## config.mk

```make
export PLATFORM = sky130hd
export DESIGN_NAME = fta_resp_router
export DESIGN_NICKNAME = d
export VERILOG_FILES = /design/src/rtl/fta_resp_router.sv
export SDC_FILE = /design/constraint.sdc
export NUM_CORES = 2
export LEC_CHECK = 0
export CORE_UTILIZATION = 30
export DETAILED_ROUTE_END_ITERATION = 8
export GPL_ROUTABILITY_DRIVEN = 1
export SLEW_MARGIN = 20
export SYNTH_ARGS = -nofsm -noshare
export SYNTH_HDL_FRONTEND = slang
export SYNTH_SLANG_ARGS = --single-unit
```

## constraint.sdc

```tcl
create_clock -name clk -period 9.55 [get_ports clk]
set_input_delay 1.91 -clock clk [delete_from_list [all_inputs] [get_ports clk]]
set_output_delay 1.91 -clock clk [all_outputs]
set_load 0.02 [all_outputs]
```

## src/rtl/fta_resp_router.sv

```systemverilog
// Response router: steers a serialized response stream into per-requester FIFOs
// keyed by the low cid bits, with sticky per-port overflow detection.
package fta_pkg;

    typedef struct packed {
        logic         ack;
        logic         stall;
        logic         next;
        logic [3:0]   pri;
        logic [7:0]   cid;
        logic [7:0]   tid;
        logic [127:0] dat;
    } fta_cmd_response128_t;

endpackage

module fta_resp_router
    import fta_pkg::*;
#(
    parameter int PORTS = 4,
    parameter int DEPTH = 4
) (
    input  logic                                   clk,
    input  logic                                   rst,
    input  fta_cmd_response128_t                   resp_i,
    output fta_cmd_response128_t [PORTS-1:0]       resp_o,
    input  logic [PORTS-1:0]                       rdy_i,
    output logic [PORTS-1:0]                       ovf_o,
    input  logic [PORTS-1:0]                       ovf_clr_i,
    output logic [PORTS*($clog2(DEPTH)+1)-1:0]     cnt_o
);

    localparam int PW = $clog2(PORTS);
    localparam int AW = $clog2(DEPTH);
    localparam int CW = AW + 1;

    logic [PW-1:0] dst_s;

    assign dst_s = resp_i.cid[PW-1:0];

    for (genvar p = 0; p < PORTS; p++) begin : g_port
        logic [AW-1:0]        head_r;
        logic [AW-1:0]        tail_r;
        logic [CW-1:0]        cnt_r;
        logic                 ovf_r;
        fta_cmd_response128_t mem_r [DEPTH];
        fta_cmd_response128_t view_s;
        logic                 push_s;
        logic                 pop_s;
        logic                 full_s;
        logic                 accept_s;
        logic                 ovf_set_s;

        // Per-port push/pop qualification; a full port still accepts when it pops.
        always_comb begin
            push_s    = resp_i.ack && (dst_s == PW'(p));
            pop_s     = (cnt_r != CW'(0)) && rdy_i[p];
            full_s    = (cnt_r == CW'(DEPTH));
            accept_s  = push_s && (!full_s || pop_s);
            ovf_set_s = push_s && full_s && !pop_s;
        end

        // Pointer and occupancy state, emptied asynchronously on reset.
        always_ff @(posedge clk or posedge rst) begin
            if (rst) begin
                head_r <= AW'(0);
                tail_r <= AW'(0);
                cnt_r  <= CW'(0);
            end else begin
                if (accept_s) begin
                    tail_r <= tail_r + AW'(1);
                end
                if (pop_s) begin
                    head_r <= head_r + AW'(1);
                end
                case ({accept_s, pop_s})
                    2'b10:   cnt_r <= cnt_r + CW'(1);
                    2'b01:   cnt_r <= cnt_r - CW'(1);
                    default: cnt_r <= cnt_r;
                endcase
            end
        end

        // Sticky overflow flag; a set wins over a simultaneous clear.
        always_ff @(posedge clk or posedge rst) begin
            if (rst) begin
                ovf_r <= 1'b0;
            end else if (ovf_set_s) begin
                ovf_r <= 1'b1;
            end else if (ovf_clr_i[p]) begin
                ovf_r <= 1'b0;
            end
        end

        // Entry storage is deliberately unreset; the count gates visibility.
        always_ff @(posedge clk) begin
            if (accept_s) begin
                mem_r[tail_r] <= resp_i;
            end
        end

        // Head presentation built purely from registered state.
        always_comb begin
            view_s = '0;
            if (cnt_r != CW'(0)) begin
                view_s       = mem_r[head_r];
                view_s.ack   = 1'b1;
                view_s.stall = 1'b0;
                view_s.next  = 1'b0;
            end else begin
                view_s.pri   = 4'hF;
            end
        end

        assign resp_o[p]            = view_s;
        assign ovf_o[p]             = ovf_r;
        assign cnt_o[p*CW +: CW]    = cnt_r;
    end

endmodule

```

==> run_summary.xml <==
<?xml version="1.0" encoding="UTF-8"?>
<metrics>
  <group name="synthesis">
    <metric name="synth_edf_count" unit="">2368</metric>
    <metric name="yosysWarnings" unit="">0</metric>
    <metric name="post_synth.cell_area_avg" unit="um^2">23.0</metric>
    <metric name="netlist_top_cells_count" unit="">edfxtp_1 (2368), and2_1 (594), mux4_2 (592), clkbuf_1 (95), buf_4 (52)</metric>
    <metric name="synth-compound-area-share" unit="%">0.173</metric>
    <metric name="synth_top_cell_by_area" unit="">edfxtp_1</metric>
    <metric name="synth_seq_area_share" unit="%">78.9</metric>
    <metric name="synth-simple-area-share" unit="%">4.44</metric>
    <metric name="yosys.cell_count.top_type" unit="">edfxtp_1</metric>
    <metric name="synth_top_family_by_area" unit="">multiplexers</metric>
    <metric name="post_synth_mux_area_share" unit="%">14.6</metric>
    <metric name="synth_cell_type_count" unit="">33</metric>
    <metric name="synthArstFlopShare" unit="%">1.33</metric>
    <metric name="synth_top_area_share" unit="%">78.0</metric>
    <metric name="synth.area.top_cells" unit="">edfxtp_1 (78%), mux4_2 (15%), and2_1 (4.1%), dfrtp_1 (0.88%), buf_4 (0.43%)</metric>
    <metric name="synth-xor-area-share" unit="%">0.231</metric>
    <metric name="most_used_flip_flop_cell_after_synthesis" unit="">edfxtp_1</metric>
    <metric name="syn_inst" unit="">3960</metric>
    <metric name="synth_area" unit="um^2">91200</metric>
    <metric name="synth_seq_cells" unit="">2400</metric>
    <metric name="yosys.area_share.adder" unit="%">0.335</metric>
  </group>
  <group name="sta">
    <metric name="unrepaired_setup_endpoints_after_global_routing" unit="">false</metric>
    <metric name="tightest_slew_margin_relative_to_the_limit" unit="%">19.9</metric>
    <metric name="final.setup_skew" unit="ns">0.0531</metric>
    <metric name="achievable-frequency" unit="GHz">0.160</metric>
    <metric name="fin_tns_setup" unit="ns">0</metric>
    <metric name="fin_crit" unit="ns">6.26</metric>
    <metric name="finalCritPeriodShare" unit="%">65.6</metric>
    <metric name="setup_failing_eps_final" unit="">0</metric>
    <metric name="final_hold_viol_count" unit="">0</metric>
    <metric name="tightest_slew" unit="ns">1.20</metric>
    <metric name="timing.final.max_slew_violations" unit="">0</metric>
  </group>
  <group name="route">
    <metric name="route.antenna.remaining_nets" unit="">0</metric>
    <metric name="drtIter0Drc" unit="">3647</metric>
    <metric name="wl_per_cell" unit="um">27.2</metric>
    <metric name="via_per_inst" unit="">4.81</metric>
    <metric name="drc_errors" unit="">0</metric>
    <metric name="detail_route.first_pass.iterations" unit="">6</metric>
    <metric name="vias" unit="">43500</metric>
    <metric name="totalWireLength" unit="mm">246</metric>
  </group>
  <group name="clock_network">
    <metric name="clkSlewWorstSetupHoldPaths" unit="ns">0.06</metric>
    <metric name="clock_root_buffer_master" unit="">clkbuf_16</metric>
    <metric name="worstSkewPairLatency" unit="ns">0.86</metric>
    <metric name="cts_setup_buffers" unit="">0</metric>
    <metric name="clockBufferDepth" unit="">4</metric>
    <metric name="cts_inserted_buffers" unit="">267</metric>
    <metric name="total_clock_sinks" unit="">2400</metric>
    <metric name="tritoncts" unit="">built</metric>
    <metric name="cts_htree_levels" unit="">5</metric>
    <metric name="post_cts.resized_instances" unit="">0</metric>
    <metric name="cts-hold-fix-buffers" unit="">0</metric>
  </group>
  <group name="global_routing">
    <metric name="total_gr_overflow" unit="">0</metric>
    <metric name="grt_antenna_before_repair" unit="">23</metric>
    <metric name="grt_first_pass_wirelength" unit="mm">346</metric>
    <metric name="grt_max_degree" unit="">102</metric>
    <metric name="track_usage" unit="%">15.8</metric>
    <metric name="first_global_vias" unit="">45400</metric>
  </group>
  <group name="critical_path">
    <metric name="endpoint_kind" unit="">output pin</metric>
    <metric name="timing.critical_path.from_type" unit="">flip-flop</metric>
    <metric name="critical_path_required" unit="ns">7.64</metric>
    <metric name="crit_type" unit="">reg -&gt; out</metric>
    <metric name="worst-path-max-fanout" unit="">65</metric>
    <metric name="worst_ep_arrival_time" unit="ns">4.35</metric>
  </group>
  <group name="worst_hold_path">
    <metric name="worst_hold_path_type" unit="">reg -&gt; reg</metric>
  </group>
  <group name="cells_and_area">
    <metric name="drive_gt1_share" unit="%">21.2</metric>
    <metric name="layout.nets" unit="">5036</metric>
    <metric name="syn_to_final_growth" unit="%">22.9</metric>
  </group>
  <group name="run_status">
    <metric name="run_status" unit="">finished clean</metric>
  </group>
  <group name="floorplan">
    <metric name="starting_utilization_of_the_core_area" unit="%">30.1</metric>
    <metric name="rows" unit="">202</metric>
    <metric name="ios" unit="">781</metric>
    <metric name="die-height" unit="um">553</metric>
    <metric name="dieArea" unit="um^2">306000</metric>
    <metric name="design.core.area" unit="um^2">303000</metric>
    <metric name="chip_width" unit="um">553</metric>
  </group>
  <group name="run">
    <metric name="maxCapViolations" unit="">0</metric>
  </group>
  <group name="power">
    <metric name="vdd_drop_max" unit="V">0.000245</metric>
    <metric name="total_power_per_unit_cell_area" unit="nW/um^2">323</metric>
    <metric name="power.total" unit="mW">36.2</metric>
    <metric name="power.leakage" unit="nW">35.0</metric>
  </group>
  <group name="placement">
    <metric name="numPortBuffers" unit="">770</metric>
    <metric name="detailed_place_hpwl" unit="mm">141</metric>
    <metric name="routability_congestion_estimate" unit="">0.758</metric>
  </group>
</metrics>
## flip-flops by register name, summed over array words and instances, names as in the netlist
signal,flops
g_port.cnt_r,12
g_port.ovf_r,4
g_port.tail_r,8
g_port.head_r,8
g_port.mem_r,2368
## where the power goes
part,total (mW),switching [mW],internal (mW)
clock,9.84,4.15,5.69
sequential,12.7,0.449,12.2
combinational,13.7,7.51,6.15
total,36.2,12.1,24.1
## cells by family after synthesis
kind of cell | count (synthesis)
xor+xnor | 24
other cells | 1
buf+inv | 249
flops | 2400
fa+ha+maj | 22
mux | 594
compound gates | 20
simple gates | 650
## cells in the final DEF, fill, tap and decap left out, types with 14 or more instances in the layout
cell / count
nand2_1: 14
buf_12: 27
and2_4: 16
ha_1: 18
clkbuf_16: 274
clkdlybuf4s50_1: 770
bufinv_16: 14
clkbuf_1: 63
inv_1: 29
and2_1: 578
inv_6: 14
dfrtp_1: 24
clkinv_2: 38
edfxtp_1: 2368
xnor2_1: 18
buf_4: 36
mux4_2: 592
or2_2: 16
clkinv_1: 45
## layout make-up
type,instances,area (um^2)
clock buffers,337,7090
inverters,33,144
diodes,9,22.5
flip-flops and latches,2400,71900
fillers,27300,190000
multi-input cells,1318,18100
well taps,3978,4980
repair buffers,833,8520
clock inverters,136,1250
## stage by stage
stage | std cells | hold slack, ns | cell area (um^2) | setup WS, ns | utilization, %
after floorplan | 3967 | 0.505 | 91200 | 2.88 | -
after global placement | 8562 | 0.519 | 104000 | 3.61 | 34.3
after detailed placement | 8562 | 0.527 | 104000 | 3.43 | 34.3
after CTS | 9035 | 0.539 | 112000 | 3.16 | 37.0
after global routing | 9041 | 0.557 | 112000 | 2.98 | 37.0
final | 9044 | 0.536 | 112000 | 3.29 | 37.1
## worst max-delay path: stages, from the launching register on
cell and delay (ns):
dfrtp_4 0.70, buf_12 0.37, buf_12 0.56, mux4_2 0.66
or2_2 0.29, clkdlybuf4s50_1 0.55
## routing by layer
metal	vias up	global-route usage [%]	share of wire, %
met1	23700	20.2	40
li1	18000	-	-
met4	12	5.18	3.1
met5	-	0	0.031
met2	1516	26.4	49
met3	355	3.90	7.3
## path summary, 6_finish.rpt
| path | start | to | slack, ns | cells past startpoint |
|---|---|---|---|---|
| max in group asynchronous | rst | g_port[2].head_r[0] | 7.72 | 3 |
| setup reg to reg | g_port[0].cnt_r[2] | g_port[0].mem_r[0][101] | 6.32 | 5 |
| setup / recovery | g_port[1].head_r[0] | resp_o[298] | 3.29 | 5 |
| hold / removal | g_port[0].ovf_r | g_port[0].ovf_r | 0.54 | 2 |
| min in group asynchronous | rst | g_port[0].cnt_r[0] | 1.47 | 3 |
| hold reg to reg | g_port[0].ovf_r | g_port[0].ovf_r | 0.54 | 2 |
Power figures use the tool's default switching activity.
